`src/rtl/instruction_fetch.sv`:
```
// Purpose : IF stage. Owns the PC, drives the instruction-memory read port and loads the IF/ID register.
// Latency : an instruction acked in cycle N is visible in IF/ID after edge N (one per cycle with zero-wait memory).
// Backpres: stall_en freezes IF/ID; data acked during a stall parks in a one-entry hold buffer (imem_req drops).
//
// Ports:
//   clk, clrn                  clock, synchronous active-low reset
//   stall_en                   decode stall, freezes IF/ID
//   pcsource, bpc, jpc, ra     redirect select and targets from decode
//   imem_req/addr/rdata/ack    instruction-memory read port (one outstanding request)
//   if_pc4, if_inst, if_valid  IF/ID register contents
module instruction_fetch #(
    parameter logic [31:0] RESET_PC = 32'h0000_0000,
    parameter logic [31:0] NOP_INST = 32'h0000_0000
) (
    input  logic        clk,
    input  logic        clrn,
    input  logic        stall_en,
    input  logic [1:0]  pcsource,
    input  logic [31:0] bpc,
    input  logic [31:0] jpc,
    input  logic [31:0] ra,
    output logic        imem_req,
    output logic [31:0] imem_addr,
    input  logic [31:0] imem_rdata,
    input  logic        imem_ack,
    output logic [31:0] if_pc4,
    output logic [31:0] if_inst,
    output logic        if_valid
);

    typedef enum logic [1:0] {
        S_RST   = 2'd0,
        S_FETCH = 2'd1,
        S_HOLD  = 2'd2,
        S_DROP  = 2'd3
    } state_t;

    state_t      state_q, state_d;
    logic [31:0] pc_q, pc_d;
    logic [31:0] drop_addr_q, drop_addr_d;
    logic [31:0] hold_pc4_q, hold_pc4_d;
    logic [31:0] hold_inst_q, hold_inst_d;
    logic [31:0] if_pc4_q, if_pc4_d;
    logic [31:0] if_inst_q, if_inst_d;
    logic        if_valid_q, if_valid_d;

    logic        advance;
    logic        redirect;
    logic [31:0] target;
    logic [31:0] pc_plus4;

    assign advance  = ~stall_en;
    // Only a real instruction in IF/ID can redirect; a bubble never does.
    assign redirect = advance & if_valid_q & (pcsource != 2'b00);
    assign pc_plus4 = pc_q + 32'd4;

    always_comb begin
        case (pcsource)
            2'b01:   target = bpc;
            2'b10:   target = ra;
            2'b11:   target = jpc;
            default: target = pc_plus4;
        endcase
    end

    // State register
    always_ff @(posedge clk) begin
        if (!clrn) begin
            state_q     <= S_RST;
            pc_q        <= RESET_PC;
            drop_addr_q <= 32'd0;
            hold_pc4_q  <= 32'd0;
            hold_inst_q <= NOP_INST;
            if_pc4_q    <= 32'd0;
            if_inst_q   <= NOP_INST;
            if_valid_q  <= 1'b0;
        end else begin
            state_q     <= state_d;
            pc_q        <= pc_d;
            drop_addr_q <= drop_addr_d;
            hold_pc4_q  <= hold_pc4_d;
            hold_inst_q <= hold_inst_d;
            if_pc4_q    <= if_pc4_d;
            if_inst_q   <= if_inst_d;
            if_valid_q  <= if_valid_d;
        end
    end

    // Next-state and datapath
    always_comb begin
        state_d     = state_q;
        pc_d        = pc_q;
        drop_addr_d = drop_addr_q;
        hold_pc4_d  = hold_pc4_q;
        hold_inst_d = hold_inst_q;
        if_pc4_d    = if_pc4_q;
        if_inst_d   = if_inst_q;
        if_valid_d  = if_valid_q;

        // Whenever decode consumes IF/ID, a bubble goes in unless a case below loads an instruction.
        if (advance) begin
            if_inst_d  = NOP_INST;
            if_valid_d = 1'b0;
        end

        case (state_q)
            S_RST: begin
                state_d = S_FETCH;
            end
            S_FETCH: begin
                if (imem_ack) begin
                    if (redirect) begin
                        pc_d = target;
                    end else if (advance) begin
                        if_pc4_d   = pc_plus4;
                        if_inst_d  = imem_rdata;
                        if_valid_d = 1'b1;
                        pc_d       = pc_plus4;
                    end else begin
                        hold_pc4_d  = pc_plus4;
                        hold_inst_d = imem_rdata;
                        pc_d        = pc_plus4;
                        state_d     = S_HOLD;
                    end
                end else if (redirect) begin
                    // The request already on the bus must complete before the new one can go out.
                    drop_addr_d = pc_q;
                    pc_d        = target;
                    state_d     = S_DROP;
                end
            end
            S_HOLD: begin
                if (advance) begin
                    state_d = S_FETCH;
                    if (redirect) begin
                        pc_d = target;
                    end else begin
                        if_pc4_d   = hold_pc4_q;
                        if_inst_d  = hold_inst_q;
                        if_valid_d = 1'b1;
                    end
                end
            end
            S_DROP: begin
                if (imem_ack) begin
                    state_d = S_FETCH;
                end
            end
        endcase
    end

    // Outputs
    always_comb begin
        imem_req  = 1'b0;
        imem_addr = pc_q;
        case (state_q)
            S_FETCH: imem_req = 1'b1;
            S_DROP: begin
                imem_req  = 1'b1;
                imem_addr = drop_addr_q;
            end
            default: ;
        endcase
    end

    assign if_pc4   = if_pc4_q;
    assign if_inst  = if_inst_q;
    assign if_valid = if_valid_q;

endmodule

```
`config.mk`:
```
export PLATFORM = sky130hd
export DESIGN_NAME = instruction_fetch
export DESIGN_NICKNAME = d
export VERILOG_FILES = /design/src/rtl/instruction_fetch.sv
export SDC_FILE = /design/constraint.sdc
export NUM_CORES = 1
export LEC_CHECK = 0
export ABC_AREA = 1
export BUFFER_PORTS_ARGS = -buffer_cell sky130_fd_sc_hd__buf_2
export CORE_MARGIN = 3
export CORE_UTILIZATION = 55
export DETAILED_ROUTE_END_ITERATION = 10
export PLACE_DENSITY = 0.82
export SETUP_SLACK_MARGIN = 0.3
export SKIP_LAST_GASP = 1
export SLEW_MARGIN = 20
export SYNTH_ARGS = -nofsm -noshare
export SYNTH_HDL_FRONTEND = slang
export SYNTH_SLANG_ARGS = --single-unit
```
`constraint.sdc`:
```
create_clock -name clk -period 3.5 [get_ports clk]
set_clock_uncertainty 0.2 [all_clocks]
set_input_delay 0.7 -clock clk [delete_from_list [all_inputs] [get_ports clk]]
set_output_delay 0.7 -clock clk [all_outputs]
set_load 0.1 [all_outputs]
```
Word level (Yosys, flattened, before mapping)
Index checks and enable logic that the tools add are counted.
{"block": "totals", "output_inout_bits": 98, "elab_cells": 73, "mem_count": 0, "reg_bits": 195, "rom_bits": 0, "latch_bits": 0, "ramBits": 0, "input_bits": 134}
{"block": "op_classes", "bitwise_logic": 5, "n_addsub": 1, "n_div": 0, "magnitude_cmp": 0, "shift": 0, "n_mul": 0, "n_eq_ne": 15, "n_mux": 35, "reduce_logical": 9}
{"op": "$mux 32", "count": 16}
{"op": "$pmux 32 s2", "count": 3}
{"op": "$pmux 32 s3", "count": 1}
{"op": "$add 32x3->32 const B", "count": 1}
{"op": "$mux 2", "count": 6}
{"op": "$ne 2x2->1 const B", "count": 6}
{"op": "$ne 3x3->1 const B", "count": 3}
{"op": "$eq 2x2->1 const B", "count": 4}
{"op": "$pmux 2 s4", "count": 1}
{"op": "$mux 1", "count": 7}
{"op": "$reduce_and 6->1", "count": 1}
{"op": "$reduce_and 5->1", "count": 1}
{"op": "$eq 2x1->1 const B", "count": 2}
{"op": "$reduce_and 4->1", "count": 1}
{"op": "$reduce_bool 2->1", "count": 2}
{"op": "$not 1->1", "count": 3}
{"op": "$reduce_and 3->1", "count": 1}
{"op": "$and 1x1->1", "count": 2}
{"op": "$logic_not 2->1", "count": 1}
{"op": "$pmux 1 s2", "count": 1}
{"op": "$reduce_and 2->1", "count": 1}
{"op": "$reduce_or 2->1", "count": 1}

Depth between registers and ports, before layout
Gate-level depths: netlist (run 1).
{"block": "logic_depth", "ltp_word": 6, "mapped_depth": 12, "depth_no_buf": 12}

Worst setup path after synthesis (run 1)
OpenSTA, ideal clock, no wires.
{"block": "synth_timing", "kind": "register to output", "startpoint": "register state_q[0]", "endpoint": "output port imem_addr[23]", "path_slack_ns": -0.410, "required_ns": 2.600, "n_path_buf": 2, "arrival_time_ns": 3.010, "stages_incl_launch_ff": 5, "path_cell_list": "dfxtp_1 ha_1 clkbuf_1 clkbuf_1 o21ai_0"}
{"block": "synth_via", "elab_chain_len": 2}
{"element": "from (decl)", "line": "38", "rtl": "state_t state_q, state_d;"}
{"element": "from (signal assigned)", "line": "78", "rtl": "state_q <= state_d;"}
{"element": "$eq 2x2->1", "line": "156", "rtl": "case (state_q)"}
{"element": "$mux 32", "line": "156"}
{"element": "to (decl)", "line": "23", "rtl": "output logic [31:0] imem_addr,"}
Every way passes these cells.

Final worst setup path (run 1)
{"block": "layout_timing", "startpoint": "register state_q[1]", "endpoint": "output port imem_req"}
{"block": "layout_via", "elab_chain_len": 3, "word_cells_on_any_way": 4, "cone_classes": "2 x eq/ne; 1 x mux; 1 x reduce/logical"}
{"element": "$eq 2x2->1 or $eq 2x1->1 (tied branches)", "line": "156"}
{"element": "$reduce_or 2->1 (no line) (*)"}
{"element": "$mux 1 (*)", "line": "156"}
{"element": "to (decl)", "line": "22", "rtl": "output logic imem_req,"}
Mark *: on every way between the ends. The rest lies on a longest branch, timed or not.

==> summary.md, run 1 <==
| Metric | Value |
|---|---|
| Netlist cell types | 33 |
| Fraction of layout cells with a size suffix above 1 | 0.179 |
| Status | complete, no violations |
| First-pass GRT wire length | 49.7 mm |
| Worst r2r path cells | 9 |
| Clock latency on the worst-skew pair | 0.44 ns |
| IO Port Bufs | 231 |
| Final #Nets | 1804 |
| Clock Pin Slew Worst Setup and Hold Paths | 0.07 ns |
| Crit-path slowest cell | buf_2 |
| Post-CTS setup buffer count | 0 |
| Synth warn | 0 |
| Mapped Cells | 1491 |
| Combinational fraction of design power | 0.417 |
| Number of max-cap violations | 0 |
| Switch Pwr | 3.87 mW |
| Post-synth EDFFs | 0 |
| Period Utilization, post-route | 0.851 |
| Power Total | 8.11 mW |
| CP max stage delay | 0.45 ns |
| Post-layout util | 0.681 |
| CTS tree | yes |
| Total CTS buffers | 17 |
| GR Util All Layers | 0.313 |
| Cell Area, Synth | 0.00973 mm² |
| Final min period | 2.98 ns |
| Die width | 139 µm |
| Worst-Margin Slew | 0.882 ns |
| R2r setup slk | 0.73 ns |
| Number of detailed-route iterations in the first pass | 7 |
| Syn Area/Cell | 6.52 µm² |
| H-tree levels | 4 |
| CTS root buffer | clkbuf_16 |
| Reg power frac | 0.337 |
| WL/cell | 16.6 µm |
| Peak supply drop | 682 µV |
| Finished Layout Cells | 1898 |
| Post-synth top cells | nand2_1 (427), o21ai_0 (200), dfxtp_1 (195) |
| CP endpoint kind | primary output |
| Clock network power share | 0.246 |
| Max clock buf depth | 2 |
| CP top delay family | buffers and inverters |
| Leakage | 5.36 nW |
| Final setup violating endpoints | 0 |
| Int Power | 4.24 mW |
| Hold Path Depth | 2 |
| Starting DRT DRC Count | 1018 |
| Die Y | 139 µm |
| DRT Wirelength | 31.4 mm |
| DP HPWL | 21.9 mm |
| Register area share after synthesis | 0.401 |
| Post-synth top area cell | dfxtp_1 |
| Antenna Nets Post-Route | 0 |
| Sw Ratio | 0.477 |
| HP Start | if_inst[19] |
| Hold Fails Final Rpt | 0 |
| Clock Sinks | 195 |
| Initial antenna violation count | 0 |
| Data required, critical path | 2.60 ns |
| Routed via count | 10649 |
| Cell with the most instances after synthesis | nand2_1 |
| Worst-path maximum fanout | 65 |
| PD cells | 704 mW/mm² |
| RSZ-0062 raised after global routing | no |
| Ports | 232 |
| Final Max Slew Viols | 0 |
| Worst hold path class | flop to flop |
| Syn nets | 1629 |
| Core Area | 0.0169 mm² |
| Via-to-Cell Ratio | 5.61 |
| Async set-reset flop share out of synthesis | 0 |
| Crit path buffers/inverters | 3 |
| Share of the synthesized area in the top cell type | 0.401 |
| Reg2reg start | state_q[1] |
| # diodes | 0 |
| Maximum clock frequency | 336 MHz |
| DP Cell Count | 1867 |
| Remaining global-route overflow | 0 |
| Critical path class | flop to primary output |
| Row count | 47 |
| Initial Util | 0.574 |
| GP Congestion | 0.967 |
| Relative slew slack | 0.411 |
| Largest net degree at the start of global routing | 110 |
| Number of remaining DRC errors | 0 |
| WP depth | 5 |
| Yosys reg bits | 195 |
| Hold Crit Endpoint | if_inst[19] |
| Worst EP arrival | 2.08 ns |
| Area Overhead vs Synth | 18.6% |
| DIE AREA | 0.0193 mm² |
| CP cell instances | ha_2 > buf_6 > inv_1 > nand2_1 > buf_2 |
| Vias in the first global route | 9441 |
| Primary FF master, synth | dfxtp_1 |
| Type of origin of the critical path | flop |
| Top cells by area, synth | dfxtp_1 (40%), nand2_1 (16%), o21ai_0 (10%) |
| Reg2Reg Capture Point | if_pc4[31] |
## kinds of logic after synthesis
family,count (synthesis),synth area share
DFF,195,0.401
adders and majority gates,4,0.00515
xor gates and xnor gates,11,0.00991
AOI/OAI and AO/OA,427,0.229
buffers and inverters,193,0.0809
and+or+nand+nor,661,0.274
## metal layers
| metal | global-route usage | up-vias | part of all wire | routed length [µm] |
|---|---|---|---|---|
| met3 | 0.0717 | 42 | 0.095 | 2990 |
| met5 | 0 | - | 0 | 0 |
| li1 | - | 5218 | - | - |
| met2 | 0.473 | 460 | 0.45 | 14300 |
| met4 | 0.0649 | 0 | 0.017 | 519 |
| met1 | 0.460 | 4929 | 0.43 | 13700 |
## final cells by class
type,count,area (µm²)
clock inverters,9,120
multi-input cells,1103,5050
inverters,97,364
well taps,220,275
flip-flops and latches,195,3900
repair buffers,252,1350
fillers,1537,5410
clock buffers,22,474
## worst max path at each step
stage,endpoint,slack [ns],from
floorplan,imem_addr[23],-0.41,state_q[0]
global placement,drop_addr_q[24],0.81,pcsource[0]
detailed placement,drop_addr_q[21],0.70,pcsource[0]
CTS,imem_req,0.40,state_q[1]
global route,imem_addr[2],0.35,state_q[0]
finish,imem_req,0.52,state_q[1]
## stage by stage
step / worst slack, ns / setup TNS, ns / hold slack, ns / area, µm²
after global routing: 0.347 / 0 / 0.297 / 11500
after CTS: 0.399 / 0 / 0.283 / 11500
after global placement: 0.808 / 0 / 0.257 / 10900
after detailed placement: 0.696 / 0 / 0.271 / 10900
final: 0.522 / 0 / 0.282 / 11500
after floorplan: -0.410 / -7.85 / 0.245 / 9730
## sequential cells by signal, summed over array words and instances, names as in the netlist
signal,count
state_q,2
if_inst,32
hold_inst_q,32
pc_q,32
hold_pc4_q,32
drop_addr_q,32
if_pc4,32
if_valid,1
## worst reg2reg max path: stages (launching register included)
cell and delay, ns:
dfxtp_1 0.39, ha_1 0.20, buf_4 0.38, inv_2 0.11
a21oi_4 0.17, inv_2 0.06, nor3_4 0.40, inv_2 0.39
a21oi_1 0.26, a21oi_1 0.10
## what timing repair did
action	in CTS	in global routing
hold buffers	0	0
resized for setup	0	1
endpoints found under the setup margin	0	13
## power groups by stage
stage / clock, mW / sequential [mW] / combinational [mW]
6_report: 1.99 / 2.73 / 3.39
5_1_grt: 2.11 / 2.77 / 3.60
4_1_cts: 2.01 / 2.72 / 3.35
3_5_place_dp: 0 / 2.76 / 3.34
3_3_place_gp: 0 / 2.76 / 3.30
2_1_floorplan: 0 / 3.59 / 1.77
## cells in the final DEF (no fill, tap or decap), types with 2 or more instances in the layout
master / netlist / routed
nand2_1: 427 / 427
buf_2: 21 / 230
dfxtp_1: 195 / 195
o21ai_0: 200 / 189
a21oi_1: 181 / 181
nor2_1: 121 / 119
nand3_1: 97 / 97
inv_1: 87 / 86
o21ai_1: 14 / 25
o21bai_1: 23 / 23
buf_4: 3 / 19
clkbuf_16: 0 / 17
xor2_1: 10 / 10
inv_2: 7 / 7
nand4_1: 7 / 7
nor2_2: 5 / 6
clkinv_1: 3 / 4
ha_1: 4 / 3
clkbuf_8: 0 / 3
inv_6: 0 / 3
o211ai_1: 2 / 2
o21a_1: 2 / 2
clkbuf_1: 59 / 2
clkinv_4: 0 / 2
bufinv_16: 0 / 2
buf_12: 0 / 2
(Power assumes the default switching activity.)
==> run 2: changes to the inputs <==
--- a/config.mk
+++ b/config.mk
@@ -8,9 +8,9 @@
 export ABC_AREA = 1
 export BUFFER_PORTS_ARGS = -buffer_cell sky130_fd_sc_hd__buf_2
 export CORE_MARGIN = 3
-export CORE_UTILIZATION = 55
+export CORE_UTILIZATION = 54
 export DETAILED_ROUTE_END_ITERATION = 10
-export PLACE_DENSITY = 0.82
+export PLACE_DENSITY = 0.8
 export SETUP_SLACK_MARGIN = 0.3
 export SKIP_LAST_GASP = 1
 export SLEW_MARGIN = 20
==> constraint.sdc (replaced) <==
create_clock -name clk -period 3.3 [get_ports clk]
set_clock_uncertainty 0.2 [all_clocks]
set_input_delay 0 -clock clk [delete_from_list [all_inputs] [get_ports clk]]
set_output_delay 0 -clock clk [all_outputs]
set_load 0.1 [all_outputs]
==> run 2 against run 1 <==
Global-route usage rose by 2.7 points. Worst setup slack got worse by 0.15 ns. Final area increased by 11%. Count of clock-buffer cells in the layout shrank 3. Critical path type is now input port to flop. Largest power group unchanged.
==> summary.md, run 2 (synthesis gave the netlist of run 1 again) <==
| Metric | Value |
|---|---|
| Status | complete, no violations |
| Data required, critical path | 3.47 ns |
| CTS root buffer | clkbuf_16 |
| Number of max-cap violations | 0 |
| Max clock buf depth | 2 |
| Routed via count | 11622 |
| DRT Wirelength | 34.5 mm |
| Antenna Nets Post-Route | 0 |
| Final min period | 2.93 ns |
| Starting DRT DRC Count | 1062 |
| Ports | 232 |
| Initial antenna violation count | 0 |
| Clock Pin Slew Worst Setup and Hold Paths | 0.07 ns |
| WL/cell | 17.0 µm |
| GR Util All Layers | 0.340 |
| DP HPWL | 22.0 mm |
| Commonest non-fill, non-tap cell in the layout | nand2_1 |
| Worst-path maximum fanout | 24 |
| DIE AREA | 0.0197 mm² |
| Leakage | 5.95 nW |
| Relative slew slack | 0.312 |
| Cell mode on critical path | dlygate4sd3_1 |
| CP cell instances | dlygate4sd3_1 > buf_2 > nor2_2 > buf_4 > nand2_1 > nand3_1 > dlygate4sd3_1 > a21oi_1 > a21oi_1 > dlygate4sd3_1 |
| Area of the multi-input gates | 0.00506 mm² |
| First-pass GRT wire length | 54.4 mm |
| Core Area | 0.0175 mm² |
| Die width | 140 µm |
| Peak supply drop | 818 µV |
| Setup TNS | 0 ns |
| Worst hold path class | input port to flop |
| CP max stage delay | 0.59 ns |
| Total CTS buffers | 17 |
| Crit-path slowest cell | dlygate4sd3_1 |
| Crit path buffers/inverters | 5 |
| Vias in the first global route | 10821 |
| Pre-CTS setup slack | 0.716 ns |
| Final #Nets | 1929 |
| Worst-Margin Slew | 1.03 ns |
| Sequential cell area | 0.00390 mm² |
| Type of origin of the critical path | input port |
| Fill cell count | 1377 |
| Die Y | 140 µm |
| GP Congestion | 0.977 |
| Largest net degree at the start of global routing | 86 |
| Most frequent cells in the layout | nand2_1 (427), buf_2 (229), dfxtp_1 (195) |
| Final critical-path setup slack | 0.375 ns |
| Final Max Slew Viols | 0 |
| Via-to-Cell Ratio | 5.73 |
| Row count | 48 |
| CP endpoint kind | flop |
| Clock Sinks | 195 |
| IO Port Bufs | 231 |
| Clock latency on the worst-skew pair | 0.44 ns |
| Period Utilization, post-route | 0.886 |
| CP top delay family | buffers and inverters |
| Maximum clock frequency | 342 MHz |
| Area Overhead vs Synth | 31.6% |
| Hold Fails Final Rpt | 0 |
| RSZ-0062 raised after global routing | no |
| Initial Util | 0.556 |
| Remaining global-route overflow | 0 |
| Fraction of layout cells with a size suffix above 1 | 0.170 |
| Number of remaining DRC errors | 0 |
| Critical path class | input port to flop |
| Number of detailed-route iterations in the first pass | 6 |
| CTS tree | yes |
| H-tree levels | 4 |
| Worst EP arrival | 3.09 ns |
| PD cells | 697 mW/mm² |
| Final setup violating endpoints | 0 |
-- run 2: changes by cell type in the layout (fill, tap and decap cells not counted), sizes merged --
cell         before  now
clkinvlp          0    1
dlygate4sd3       0  121
buf             252  255
diode             0    1
bufinv            2    3
inv              97   99
clkinv            7    6
clkbuf           22   20
-- run 2: where the power goes --
part | total (mW) | switching [mW] | leakage (nW) | internal, mW
clock network | 2.17 | 0.945 | 0.300 | 1.23
logic | 3.85 | 3.01 | 4.06 | 0.840
registers | 2.89 | 0.243 | 1.59 | 2.65
-- run 2: path summary, 6_finish.rpt --
check / startpoint / to / slack, ns / cells past startpoint
worst max-delay path: pcsource[1] / pc_q[27] / 0.37 / 10
worst min register to register: hold_pc4_q[4] / hold_pc4_q[4] / 0.28 / 2
worst max register to register: pc_q[2] / pc_q[17] / 0.48 / 8
worst min-delay path: pcsource[0] / pc_q[11] / 0.03 / 6
-- run 2: worst reg2reg max path: stages (launching register included) --
cell and delay (ns):
dfxtp_1 0.51, nand3_1 0.28, inv_1 0.21, nand2_1 0.15, nor2_1 0.23, xor2_1 0.35, nand2_1 0.09, a21oi_1 0.16
dlygate4sd3_1 0.59
-- run 2: stage by stage --
step | std cells | utilization | power [mW] | instance area (µm²) | hold WS, ns
after floorplan | 1491 | - | 5.69 | 9730 | -0.0651
after global placement | 1872 | 0.625 | 6.42 | 10900 | 0.0396
after detailed placement | 1872 | 0.625 | 6.46 | 10900 | 0.0479
after CTS | 2024 | 0.729 | 8.82 | 12700 | 0.00836
after global routing | 2028 | 0.732 | 9.28 | 12800 | 0.0746
final | 2029 | 0.732 | 8.92 | 12800 | 0.0261
-- run 2: what timing repair did --
| item | CTS | global route |
|---|---|---|
| hold endpoints to repair | 140 | 0 |
| hold buffers | 121 | 0 |
| setup buffers | 0 | 4 |
| setup endpoints to repair | 0 | 8 |
| gates resized for setup | 0 | 4 |
-- run 2: metal layers --
layer,routed length (µm),vias to the layer above,track usage
met3,3470,128,0.0710
met1,14100,5332,0.459
met2,15700,674,0.530
met5,0,-,0
li1,-,5488,-
met4,1220,0,0.144
-- run 2: area by class of cell --
type                       instances  share of cell area
antenna                            1            0.000196
inverter                          97              0.0285
sequential                       195               0.305
clock buffer                      19              0.0346
clock inverter                    12              0.0131
timing repair buffer             377               0.201
multi-input combinational       1103               0.395
tap                              225              0.0220
==> run 3: changes to the inputs <==
--- a/config.mk
+++ b/config.mk
@@ -11,6 +11,7 @@
 export CORE_UTILIZATION = 54
 export DETAILED_ROUTE_END_ITERATION = 10
 export PLACE_DENSITY = 0.8
+export REMOVE_ABC_BUFFERS = 1
 export SETUP_SLACK_MARGIN = 0.3
 export SKIP_LAST_GASP = 1
 export SLEW_MARGIN = 20
==> run 3 against run 2 <==
Sequential share of layout area decreased by 0.30 points. Critical endpoint is now pc_q[23]. Combinational power shrank 3%. Largest cell class unchanged. First-iteration DRC count rose by 9.5%. Core utilization rose by 0.74 points. Die area did not move. Clock power down 7%. Critical path type is now flop to flop. Cell count is 0.84% higher. Worst hold slack better by 0.23 ns.
==> summary.md, run 3 (synthesis gave the netlist of run 1 again) <==
| Metric | Value |
|---|---|
| GR Util All Layers | 0.323 |
| DIE AREA | 0.0197 mm² |
| Reg power frac | 0.333 |
| Antenna Nets Post-Route | 0 |
| Type of origin of the critical path | flop |
| First-pass GRT wire length | 52.8 mm |
| H-tree levels | 4 |
| Sw Ratio | 0.473 |
| Area Overhead vs Synth | 32.9% |
| Initial antenna violation count | 1 |
| Via-to-Cell Ratio | 5.54 |
| Ports | 232 |
| Number of remaining DRC errors | 0 |
| Maximum clock frequency | 355 MHz |
| Die Y | 140 µm |
| CTS tree | yes |
| Post-CTS setup buffer count | 0 |
| Critical path class | flop to flop |
| Data required, critical path | 3.47 ns |
| Most frequent cells in the layout | nand2_1 (427), buf_2 (230), o21ai_0 (200) |
| Total CTS buffers | 17 |
| CP endpoint kind | flop |
| Switch Pwr | 4.08 mW |
| Post-Place Cell Area | 0.0109 mm² |
| Combinational fraction of design power | 0.433 |
| Clock Sinks | 195 |
| Fraction of layout cells with a size suffix above 1 | 0.168 |
| PD cells | 668 mW/mm² |
| Vias in the first global route | 10741 |
| Row count | 48 |
| IO Port Bufs | 231 |
| DRT Wirelength | 32.5 mm |
| Routed via count | 11340 |
| Finished Layout Cells | 2046 |
| Final Max Slew Viols | 0 |
| Worst EP arrival | 2.99 ns |
| DP Cell Count | 1873 |
| Post-route cell area | 0.0129 mm² |
| Clock latency on the worst-skew pair | 0.43 ns |
| Final min period | 2.82 ns |
| DP HPWL | 20.3 mm |
| Hold Fails Final Rpt | 0 |
| R2r setup slk | 0.48 ns |
| Status | complete, no violations |
| Power Total | 8.63 mW |
| Worst hold path class | input port to flop |
| Period Utilization, post-route | 0.853 |
| Initial Util | 0.556 |
| Max clock buf depth | 2 |
| Setup TNS | 0 ns |
| Hold Path Depth | 6 |
| Final setup violating endpoints | 0 |
| Number of max-cap violations | 0 |
| WL/cell | 15.9 µm |
| Relative slew slack | 0.531 |
| Final #Nets | 1945 |
| Int Power | 4.55 mW |
| Remaining global-route overflow | 0 |
| Leakage | 6.01 nW |
| Largest net degree at the start of global routing | 67 |
| Fill cell count | 1383 |
| Worst-path maximum fanout | 19 |
| Starting DRT DRC Count | 1163 |
| Peak supply drop | 610 µV |
| Clock Pin Slew Worst Setup and Hold Paths | 0.07 ns |
| RSZ-0062 raised after global routing | no |
| Clock network power share | 0.234 |
| Commonest non-fill, non-tap cell in the layout | nand2_1 |
| CTS root buffer | clkbuf_16 |
| Hold_ws | 0.261 ns |
| Die width | 140 µm |
| Worst r2r path cells | 9 |
| GP Congestion | 0.967 |
| Worst-Margin Slew | 0.699 ns |
| Core Area | 0.0175 mm² |
| Number of detailed-route iterations in the first pass | 6 |
[run 3: cell count changes in the layout (fill, tap and decap cells not counted), moves of 3 or more]
cell	delta
buf_4	-3
dlygate4sd3_1	+18
o21ai_1	-11
o21ai_0	+11
[run 3: worst max-delay path: stages, from the launching register on]
cell	delay, ns
dfxtp_1	0.34
inv_1	0.07
ha_1	0.29
nor2_4	0.09
nand2_1	0.11
clkinv_1	0.57
nand3_1	0.29
nand2_1	0.08
a21oi_1	0.14
dlygate4sd3_1	0.57
[run 3: area by class of cell]
| cell class | count | area (µm²) | share of cell area |
|---|---|---|---|
| Multi-Input combinational cell | 1103 | 5050 | 0.391 |
| Timing Repair Buffer | 393 | 2750 | 0.213 |
| Antenna cell | 1 | 2.50 | 0.000194 |
| Clock buffer | 22 | 464 | 0.0359 |
| Inverter | 97 | 368 | 0.0285 |
| Sequential cell | 195 | 3900 | 0.302 |
| Clock inverter | 10 | 98.8 | 0.00765 |
| Tap cell | 225 | 282 | 0.0218 |
[run 3: power by group through the flow]
stage	Sequential, mW	Clock (mW)	Combinational [mW]
2_1_floorplan	3.81	0	1.74
6_report	2.88	2.02	3.73
3_3_place_gp	2.91	0	3.45
3_5_place_dp	2.91	0	3.49
4_1_cts	2.87	2.03	3.67
5_1_grt	2.92	2.14	3.97
[run 3: final timing paths]
kind,from,endpoint
setup / recovery,state_q[0],pc_q[23]
hold / removal,imem_rdata[0],if_inst[0]
setup reg to reg,state_q[0],pc_q[23]
hold reg to reg,if_inst[8],if_inst[8]
[run 3: repair_timing]
| item | CTS | global route |
|---|---|---|
| hold endpoints to repair | 119 | 0 |
| gates resized for setup | 0 | 5 |
| hold buffers | 139 | 0 |
| setup endpoints to repair | 0 | 2 |
[run 3: layer usage]
layer / GRT usage / wire length [µm] / vias to the layer above
met5: 0 / 0 / -
met2: 0.539 / 15400 / 529
met4: 0.118 / 1020 / 0
met1: 0.421 / 13600 / 5204
li1: - / - / 5519
met3: 0.0543 / 2430 / 88
[run 3: through the flow]
stage / utilization / worst slack (ns)
floorplan: - / -0.369
global placement: 0.626 / 0.908
detailed placement: 0.626 / 0.772
CTS: 0.737 / 0.440
global route: 0.740 / 0.328
finish: 0.740 / 0.485
